==> config.mk <==
export PLATFORM = sky130hd
export DESIGN_NAME = dac_wave_seq
export DESIGN_NICKNAME = d
export VERILOG_FILES = /design/src/rtl/dac_wave_seq.sv
export SDC_FILE = /design/constraint.sdc
export NUM_CORES = 1
export LEC_CHECK = 0
export ABC_AREA = 0
export CAP_MARGIN = 25
export CORE_MARGIN = 2
export CORE_UTILIZATION = 50
export CTS_CLUSTER_DIAMETER = 150
export DETAILED_ROUTE_END_ITERATION = 10
export DONT_BUFFER_PORTS = 1
export REMOVE_ABC_BUFFERS = 1
export SYNTH_ARGS = -nofsm -noshare
export SYNTH_HDL_FRONTEND = slang
export SYNTH_SLANG_ARGS = --single-unit
export TNS_END_PERCENT = 20
==> constraint.sdc <==
create_clock -name clk -period 6.3 [get_ports clk]
set_input_delay 0.945 -clock clk [delete_from_list [all_inputs] [get_ports clk]]
set_output_delay 0.945 -clock clk [all_outputs]
set_load 0.03 [all_outputs]
==> src/rtl/dac_wave_seq.sv <==
// dac_wave_seq: waveform sequencer (ramp / triangle / square / constant) that
// feeds a DAC writer one 12-bit sample at a time, using a set/busy handshake.
module dac_wave_seq #(
  parameter int PERIOD_W = 16
) (
  input  logic                clk,
  input  logic                rst_n,
  input  logic                enable,
  input  logic [1:0]          mode,
  input  logic [11:0]         level_lo,
  input  logic [11:0]         level_hi,
  input  logic [11:0]         step,
  input  logic [PERIOD_W-1:0] period,
  input  logic                dac_busy,
  output logic [11:0]         dac,
  output logic                set,
  output logic                active,
  output logic                overrun,
  output logic                cfg_err
);

  typedef enum logic [2:0] {
    S_IDLE,
    S_ISSUE,
    S_WAIT_ACK,
    S_WAIT_DONE,
    S_WAIT_TICK
  } state_e;

  typedef enum logic [1:0] {
    M_RAMP   = 2'd0,
    M_TRI    = 2'd1,
    M_SQUARE = 2'd2,
    M_CONST  = 2'd3
  } mode_e;

  state_e                state_q, state_d;
  mode_e                 mode_q, mode_d;
  logic [11:0]           lo_q, lo_d;
  logic [11:0]           hi_q, hi_d;
  logic [11:0]           step_q, step_d;
  logic [PERIOD_W-1:0]   per_m1_q, per_m1_d;
  logic [PERIOD_W-1:0]   cnt_q, cnt_d;
  logic [1:0]            ack_cnt_q, ack_cnt_d;
  logic [11:0]           val_q, val_d;
  logic                  dir_up_q, dir_up_d;
  logic [11:0]           dac_q, dac_d;
  logic                  set_q, set_d;
  logic                  active_q, active_d;
  logic                  overrun_q, overrun_d;

  logic                  start;
  logic                  tick;
  logic [12:0]           sum13;
  logic [12:0]           lo_step13;
  logic [11:0]           nxt_val;
  logic                  nxt_dir_up;

  // Bounds are only meaningful as latched; an inverted pair forces lo samples.
  assign cfg_err = (lo_q > hi_q);

  assign start = (state_q == S_IDLE) && enable && !dac_busy;
  assign tick  = (state_q != S_IDLE) && (cnt_q == per_m1_q);

  assign dac     = dac_q;
  assign set     = set_q;
  assign active  = active_q;
  assign overrun = overrun_q;

  // Sample-period counter: free-running outside IDLE, restarted on each run start.
  always_comb begin
    cnt_d = cnt_q;
    if (state_q == S_IDLE) begin
      if (start) cnt_d = '0;
    end else if (tick) begin
      cnt_d = '0;
    end else begin
      cnt_d = cnt_q + PERIOD_W'(1);
    end
  end

  // Next sample value; 13-bit sums keep the comparisons free of 12-bit wrap.
  always_comb begin
    sum13      = {1'b0, val_q} + {1'b0, step_q};
    lo_step13  = {1'b0, lo_q} + {1'b0, step_q};
    nxt_val    = lo_q;
    nxt_dir_up = dir_up_q;
    if (!cfg_err) begin
      unique case (mode_q)
        M_RAMP: begin
          if (step_q != '0 && sum13 <= {1'b0, hi_q}) nxt_val = sum13[11:0];
        end
        M_TRI: begin
          if (step_q == '0) begin
            nxt_dir_up = 1'b1;
          end else if (dir_up_q) begin
            if (sum13 >= {1'b0, hi_q}) begin
              nxt_val    = hi_q;
              nxt_dir_up = 1'b0;
            end else begin
              nxt_val = sum13[11:0];
            end
          end else if ({1'b0, val_q} < lo_step13) begin
            nxt_dir_up = 1'b1;
          end else begin
            nxt_val = val_q - step_q;
          end
        end
        M_SQUARE: begin
          // dir_up doubles as the square phase: up means the next sample is hi.
          nxt_val    = dir_up_q ? hi_q : lo_q;
          nxt_dir_up = !dir_up_q;
        end
        default: nxt_val = lo_q;
      endcase
    end
  end

  // Sequencer FSM: next state, config latch, sample update and output strobes.
  always_comb begin
    // NOTE: every signal gets a default here so no path through the case can infer a latch.
    state_d   = state_q;
    mode_d    = mode_q;
    lo_d      = lo_q;
    hi_d      = hi_q;
    step_d    = step_q;
    per_m1_d  = per_m1_q;
    ack_cnt_d = ack_cnt_q;
    val_d     = val_q;
    dir_up_d  = dir_up_q;
    dac_d     = dac_q;
    set_d     = 1'b0;
    overrun_d = overrun_q;

    unique case (state_q)
      S_IDLE: begin
        if (start) begin
          mode_d    = mode_e'(mode);
          lo_d      = level_lo;
          hi_d      = level_hi;
          step_d    = step;
          per_m1_d  = (period == '0) ? '0 : period - PERIOD_W'(1);
          overrun_d = 1'b0;
          val_d     = level_lo;
          dir_up_d  = 1'b1;
          dac_d     = level_lo;
          set_d     = 1'b1;
          state_d   = S_ISSUE;
        end
      end
      S_ISSUE: begin
        ack_cnt_d = '0;
        state_d   = S_WAIT_ACK;
      end
      S_WAIT_ACK: begin
        // A writer that never raises busy is treated as done after four cycles.
        if (dac_busy || ack_cnt_q == 2'd3) begin
          state_d = S_WAIT_DONE;
        end else begin
          ack_cnt_d = ack_cnt_q + 2'd1;
        end
      end
      S_WAIT_DONE: begin
        if (!dac_busy) begin
          val_d    = nxt_val;
          dir_up_d = nxt_dir_up;
          state_d  = S_WAIT_TICK;
        end
      end
      S_WAIT_TICK: begin
        if (!enable) begin
          state_d = S_IDLE;
        end else if (tick) begin
          if (dac_busy) begin
            // Never strobe into a busy writer; the tick is lost like any other.
            overrun_d = 1'b1;
          end else begin
            dac_d   = val_q;
            set_d   = 1'b1;
            state_d = S_ISSUE;
          end
        end
      end
      default: state_d = S_IDLE;
    endcase

    if (tick && (state_q == S_ISSUE || state_q == S_WAIT_ACK || state_q == S_WAIT_DONE)) begin
      overrun_d = 1'b1;
    end
  end

  assign active_d = (state_d != S_IDLE);

  // State and datapath registers; everything returns to its idle value on reset.
  always_ff @(posedge clk or negedge rst_n) begin
    if (!rst_n) begin
      state_q   <= S_IDLE;
      mode_q    <= M_RAMP;
      lo_q      <= '0;
      hi_q      <= '0;
      step_q    <= '0;
      per_m1_q  <= '0;
      cnt_q     <= '0;
      ack_cnt_q <= '0;
      val_q     <= '0;
      dir_up_q  <= 1'b1;
      dac_q     <= '0;
      set_q     <= 1'b0;
      active_q  <= 1'b0;
      overrun_q <= 1'b0;
    end else begin
      // NOTE: non-blocking assignments so every flop samples the pre-edge values.
      state_q   <= state_d;
      mode_q    <= mode_d;
      lo_q      <= lo_d;
      hi_q      <= hi_d;
      step_q    <= step_d;
      per_m1_q  <= per_m1_d;
      cnt_q     <= cnt_d;
      ack_cnt_q <= ack_cnt_d;
      val_q     <= val_d;
      dir_up_q  <= dir_up_d;
      dac_q     <= dac_d;
      set_q     <= set_d;
      active_q  <= active_d;
      overrun_q <= overrun_d;
    end
  end

endmodule

==> results of run 1 <==
cell type report:
cell class / count / area share
Clock inverter: 6 / 0.00919
Inverter: 49 / 0.0218
Sequential cell: 103 / 0.306
Multi-Input combinational cell: 751 / 0.599
Tap cell: 216 / 0.0320
Timing Repair Buffer: 4 / 0.00593
Clock buffer: 9 / 0.0267
layout by cell type, fill, tap and decap left out, types with 5 or more instances in the layout:
cell	n
sky130_fd_sc_hd__nand2_1	145
sky130_fd_sc_hd__o21ai_0	112
sky130_fd_sc_hd__dfrtp_1	102
sky130_fd_sc_hd__ha_1	77
sky130_fd_sc_hd__inv_1	49
sky130_fd_sc_hd__nor2_1	47
sky130_fd_sc_hd__a21oi_1	45
sky130_fd_sc_hd__xnor2_1	35
sky130_fd_sc_hd__nand3_1	32
sky130_fd_sc_hd__xor2_1	20
sky130_fd_sc_hd__mux2i_1	19
sky130_fd_sc_hd__a21o_1	16
sky130_fd_sc_hd__or3_1	16
sky130_fd_sc_hd__nor3_1	13
sky130_fd_sc_hd__and3_1	12
sky130_fd_sc_hd__nor2b_1	10
sky130_fd_sc_hd__nand4_1	10
sky130_fd_sc_hd__nand2b_1	10
sky130_fd_sc_hd__a31oi_1	10
sky130_fd_sc_hd__nor4_1	9
sky130_fd_sc_hd__clkbuf_16	9
sky130_fd_sc_hd__o22ai_1	6
sky130_fd_sc_hd__o41ai_1	6
sky130_fd_sc_hd__a221oi_1	6
sky130_fd_sc_hd__o21bai_1	6
sky130_fd_sc_hd__o211ai_1	5
sky130_fd_sc_hd__a22o_1	5
metal layers:
| layer | GRT usage | share of wire | up-vias |
|---|---|---|---|
| li1 | - | - | 3321 |
| met1 | 0.375 | 0.42 | 3419 |
| met2 | 0.494 | 0.47 | 268 |
| met3 | 0.0562 | 0.064 | 56 |
| met4 | 0.132 | 0.039 | 0 |
| met5 | 0 | 0 | - |
metrics by stage:
step	setup WS (ps)	hold WS, ps	instances	utilization	cell area (um2)
finish	1060	273	1138	0.537	8440
global route	753	254	1138	0.537	8440
CTS	1190	264	1138	0.537	8440
detailed placement	1260	489	1123	0.518	8140
global placement	1490	488	1122	0.516	8110
floorplan	2140	469	903	-	7810
critical path, cell delays in order, from the launching register on:
cell	delay, ps
sky130_fd_sc_hd__dfrtp_1	490
sky130_fd_sc_hd__inv_1	140
sky130_fd_sc_hd__ha_1	300
sky130_fd_sc_hd__nand2b_1	120
sky130_fd_sc_hd__a221oi_1	120
sky130_fd_sc_hd__o41ai_1	810
sky130_fd_sc_hd__o21ai_0	240
sky130_fd_sc_hd__o41ai_1	350
sky130_fd_sc_hd__xnor2_1	180
sky130_fd_sc_hd__ha_1	350
sky130_fd_sc_hd__nand3_1	140
sky130_fd_sc_hd__nor4_1	450
sky130_fd_sc_hd__a21oi_1	80
sky130_fd_sc_hd__o31a_1	200
sky130_fd_sc_hd__nor4_4	570
sky130_fd_sc_hd__and2_2	320
sky130_fd_sc_hd__a221o_1	160
sky130_fd_sc_hd__a2bb2oi_1	140
kinds of logic (layout without fill, tap and decap cells):
family,Yosys count,in the layout
fa+ha+maj,80,80
simple gates,325,325
mux,23,23
flops,103,103
buf+inv,90,68
compound gates,268,268
xor+xnor,55,55
sequential cells by signal, summed over array words and instances (netlist names), 3 cells and up:
signal,count
cnt_q,16
hi_q,12
lo_q,12
per_m1_q,16
state_q,3
val_q,12
dac,12
step_q,12
path summary, 6_finish.rpt:
check | cells after the start | endpoint | startpoint
hold reg to reg | 1 | per_m1_q[4] | per_m1_q[4]
setup reg to reg | 17 | val_q[3] | step_q[1]
min in group clk | 1 | per_m1_q[4] | per_m1_q[4]
max in group asynchronous | 0 | dir_up_q | rst_n
hold / removal | 0 | step_q[7] | rst_n
setup / recovery | 17 | val_q[3] | step_q[1]
==> flow_metrics.env, run 1 <==
export IMPL_outcome="complete, no violations"
export IMPL_drt_first_pass_iters=7
export IMPL_post_route_fraction_of_the_period_consumed_by_the_critical_path=0.832
export IMPL_tritoncts="done"
export IMPL_cp_max_fo=7
export IMPL_synthDominantCellAreaShare=0.320
export IMPL_floorplan_io_pins=74
export IMPL_numPortBuffers=0
export IMPL_cts_made_buffers=9
export IMPL_vias_in_the_first_global_route=6998
export IMPL_post_cts_setup_buffers=0
export IMPL_multiInputGateArea_mm2=0.00505
export IMPL_finalWeightedCongestion=0.915
export IMPL_startpoint_type="flip-flop"
export IMPL_worst_r2r_setup_slack_ps=1060
export IMPL_wl_per_instance_um=21.2
export IMPL_vias=7064
export IMPL_max_freq_mhz=191
export IMPL_n_fill_cell=1514
export IMPL_htree_levels=3
export IMPL_final_layout_size_suffix_gt1_frac=0.0488
export IMPL_synth_adder_area_share=0.128
export IMPL_synthArstFlopShare=1.00
export IMPL_die_height_um=130
export IMPL_post_dp_hpwl_mm=18.3
export IMPL_fp_row_count=46
export IMPL_ys_warn_count=0
export IMPL_timing_critical_path_arrival_ps=5530
export IMPL_antenna_diode_count=0
export IMPL_netlist_top_cells_area="sky130_fd_sc_hd__dfrtp_1 (32%), sky130_fd_sc_hd__ha_1 (12%), sky130_fd_sc_hd__o21ai_0 (7.0%)"
export IMPL_antenna_found_initial=0
export IMPL_synth_mux_area_frac=0.0295
export IMPL_relSlewSlack=0.304
export IMPL_synthesized_netlist_cell_count=944
export IMPL_clock_latency_ps=360
export IMPL_synth_top_family_by_area="compound AO/OA/AOI/OAI gates"
export IMPL_seqCellArea_mm2=0.00258
export IMPL_worstMarginPinSlew_ps=1030
export IMPL_ys_ff_latch=103
export IMPL_synth_edf_count=0
export IMPL_numClockSinks=103
export IMPL_floorplan_die_area_mm2=0.0170
export IMPL_cts_root_buffer="sky130_fd_sc_hd__clkbuf_16"
export IMPL_synth_cell_area_mm2=0.00797
export IMPL_effective_utilization_at_floorplan=0.507
export IMPL_ant_nets=0
export IMPL_core_region_area_mm2=0.0157
export IMPL_report_final_setup_viol=0
export IMPL_clkSlewWorstSetupHoldPaths_ps=80
export IMPL_timing_worst_setup_path_type="reg2reg"
export IMPL_wirelength_mm=24.1
export IMPL_remaining_drc_errors=0
export IMPL_grt_use_total=0.296
export IMPL_post_cts_resized=0
export IMPL_final_min_clock_period_ps=5240
export IMPL_tns_ps=0
export IMPL_synth_top_cell_by_area="sky130_fd_sc_hd__dfrtp_1"
export IMPL_synth_area_in_compound_gates=0.221
export IMPL_synth_commonest_cells="sky130_fd_sc_hd__nand2_1 (145), sky130_fd_sc_hd__o21ai_0 (112), sky130_fd_sc_hd__dfrtp_1 (102)"
export IMPL_dr_first_iter_drc_count=543
export IMPL_layout_nets=1056
export IMPL_timing_max_transition_violations_final=0
export IMPL_synth_xor_area_share=0.0604
export IMPL_grt_max_degree=104
export IMPL_synthSimpleGateAreaFrac=0.194
export IMPL_die_x_um=130
export IMPL_area_growth_syn_to_layout_pct=5.89
export IMPL_worstSetupEndpointType="flip-flop"
export IMPL_yosys_cell_types_count=71
export IMPL_hold_path_class="in2async"
export IMPL_yosys_cell_count_top_type="sky130_fd_sc_hd__nand2_1"
export IMPL_rsz0062_at_grt="no"
export IMPL_vias_per_cell=6.21
export IMPL_clock_path_buffers=2
export IMPL_worst_ep_required_time_ps=6580
export IMPL_drv_cap=0
export IMPL_share_of_the_yosys_chip_area_belonging_to_registers=0.324
export IMPL_post_cts_hold_buffer_count=0
export IMPL_avgSynthCellArea_um2=8.44
export IMPL_hold_viol_final=0
export IMPL_ys_flop_type="sky130_fd_sc_hd__dfrtp_1"
export IMPL_clock_skew_ps=8.14
export IMPL_grt_overflow_total=0
export IMPL_grt_first_pass_wirelength_mm=38.1
Power of run 1 is left out: the tool's default activity adds up to more than one toggle a clock period on the data nets, which glitch-free logic cannot reach.
==> inputs of run 2 (changes only) <==
==> constraint.sdc (replaced) <==
create_clock -name clk -period 5.07 [get_ports clk]
set_input_delay 0.7605 -clock clk [delete_from_list [all_inputs] [get_ports clk]]
set_output_delay 0.7605 -clock clk [all_outputs]
set_load 0.03 [all_outputs]
==> flow_metrics.env, run 2 (synthesis results as in run 1) <==
export IMPL_numClockSinks=103
export IMPL_numPortBuffers=0
export IMPL_clkSlewWorstSetupHoldPaths_ps=80
export IMPL_cp_max_fo=10
export IMPL_fp_row_count=46
export IMPL_gr_usage_met2=0.496
export IMPL_r2r_end="val_q[3]"
export IMPL_cts_made_buffers=9
export IMPL_critical_path_most_common_cell="sky130_fd_sc_hd__ha_1"
export IMPL_crit_family="compound AO/OA/AOI/OAI gates"
export IMPL_antenna_diode_count=0
export IMPL_worstSetupEndpointType="flip-flop"
export IMPL_timing_max_transition_violations_final=0
export IMPL_globalRouteMet1Util=0.368
export IMPL_drt_first_pass_iters=5
export IMPL_top_usage_layer="met2"
export IMPL_timing_worst_setup_path_type="reg2reg"
export IMPL_layout_commonest_cell="sky130_fd_sc_hd__nand2_1"
export IMPL_floorplan_io_pins=74
export IMPL_post_route_fraction_of_the_period_consumed_by_the_critical_path=0.947
export IMPL_post_cts_hold_buffer_count=0
export IMPL_report_final_setup_viol=0
export IMPL_hold_path_class="in2async"
export IMPL_worstPathCellList="inv_1 > ha_1 > nand2b_1 > a221oi_1 > o41ai_2 > o21ai_0 > o41ai_1 > xnor2_1 > ha_1 > nand3_1 > nor4_2 > a21oi_1 > o31a_1 > o31ai_4 > nand3_4 > a221o_1 > a2bb2oi_1"
export IMPL_ant_nets=0
export IMPL_antenna_found_initial=0
export IMPL_clock_skew_ps=8.64
export IMPL_outcome="complete, no violations"
export IMPL_relSlewSlack=0.321
export IMPL_final_setup_worst_slack_ps=270
export IMPL_clock_latency_ps=360
export IMPL_seqCellArea_mm2=0.00258
export IMPL_use_met3=0.0525
export IMPL_rsz0062_at_grt="no"
export IMPL_remaining_drc_errors=0
export IMPL_wl_per_instance_um=20.9
export IMPL_final_layout_size_suffix_gt1_frac=0.0592
export IMPL_clock_path_buffers=2
export IMPL_drv_cap=0
export IMPL_multiInputGateArea_mm2=0.00509
export IMPL_critical_path_slowest_cell="sky130_fd_sc_hd__a221oi_1"
export IMPL_worst_r2r_setup_slack_ps=270
export IMPL_ff2ff_path_depth=17
export IMPL_commonest_cells_after_routing_fill_and_taps_aside="sky130_fd_sc_hd__nand2_1 (145), sky130_fd_sc_hd__o21ai_0 (112), sky130_fd_sc_hd__dfrtp_1 (102)"
export IMPL_effective_utilization_at_floorplan=0.507
export IMPL_max_freq_mhz=208
export IMPL_wirelength_mm=23.9
export IMPL_die_height_um=130
export IMPL_grt_overflow_total=0
export IMPL_hold_viol_final=0
export IMPL_pre_cts_ws_ps=108
export IMPL_core_region_area_mm2=0.0157
export IMPL_floorplan_die_area_mm2=0.0170
export IMPL_grt_first_pass_wirelength_mm=37.3
export IMPL_reg2reg_from="step_q[1]"
export IMPL_vias_in_the_first_global_route=6821
export IMPL_area_growth_syn_to_layout_pct=6.55
export IMPL_layout_cell_area_non_filler_mm2=0.00849
export IMPL_worstSetupPathDepth=17
export IMPL_dr_first_iter_drc_count=432
export IMPL_worst_ep_required_time_ps=5320
export IMPL_post_dp_hpwl_mm=18.2
export IMPL_final_min_clock_period_ps=4800
export IMPL_cts_root_buffer="sky130_fd_sc_hd__clkbuf_16"
export IMPL_tritoncts="done"
export IMPL_vias_per_cell=6.06
export IMPL_layout_nets=1062
export IMPL_path_buf_inv=1
export IMPL_grt_use_total=0.291
export IMPL_worstMarginPinSlew_ps=1010
export IMPL_die_x_um=130
export IMPL_tns_ps=0
export IMPL_htree_levels=3
export IMPL_vias=6943
export IMPL_grt_max_degree=104
export IMPL_timing_critical_path_arrival_ps=5050
export IMPL_n_fill_cell=1490
export IMPL_startpoint_type="flip-flop"
export IMPL_finalWeightedCongestion=0.958
export IMPL_cell_area_reported_after_detailed_placement_mm2=0.00817
export IMPL_largestRegisters="cnt_q: 16 flops, per_m1_q: 16 flops"
export IMPL_final_core_utilization=0.540
export IMPL_cpPeakStageDelay_ps=570
## run 2: layer usage
| layer | up-vias | wire, um |
|---|---|---|
| met4 | 0 | 745 |
| li1 | 3333 | - |
| met3 | 38 | 1240 |
| met5 | - | 0 |
| met1 | 3382 | 10300 |
| met2 | 190 | 11600 |
## run 2: how the worst max path moves through the flow
stage               from  slack (ps)  endpoint
5_1_grt        step_q[1]          50  val_q[3]
4_1_cts        step_q[1]          60  val_q[3]
3_5_place_dp   step_q[1]         110  val_q[3]
3_3_place_gp   step_q[1]         380  val_q[3]
6_report       step_q[1]         270  val_q[3]
2_1_floorplan  step_q[1]         910  val_q[3]
## run 2: layout make-up
| cell class | instances | share of cell area |
|---|---|---|
| timing repair buffer | 10 | 0.0106 |
| tap | 216 | 0.0318 |
| inverter | 49 | 0.0217 |
| sequential | 103 | 0.304 |
| clock buffer | 10 | 0.0270 |
| multi-input combinational | 751 | 0.599 |
| clock inverter | 6 | 0.00619 |
## run 2: stage by stage
step / std cells / hold WS (ps)
floorplan: 903 / 465
global placement: 1126 / 467
detailed placement: 1128 / 467
CTS: 1144 / 72.4
global route: 1145 / 71.1
finish: 1145 / 87.9
## run 2: repair_timing
item / in CTS / in global routing
gates resized for setup: 0 / 5
buffers inserted: 0 / 1
setup endpoints to repair: 0 / 12
Power of run 2 is left out for the same reason.
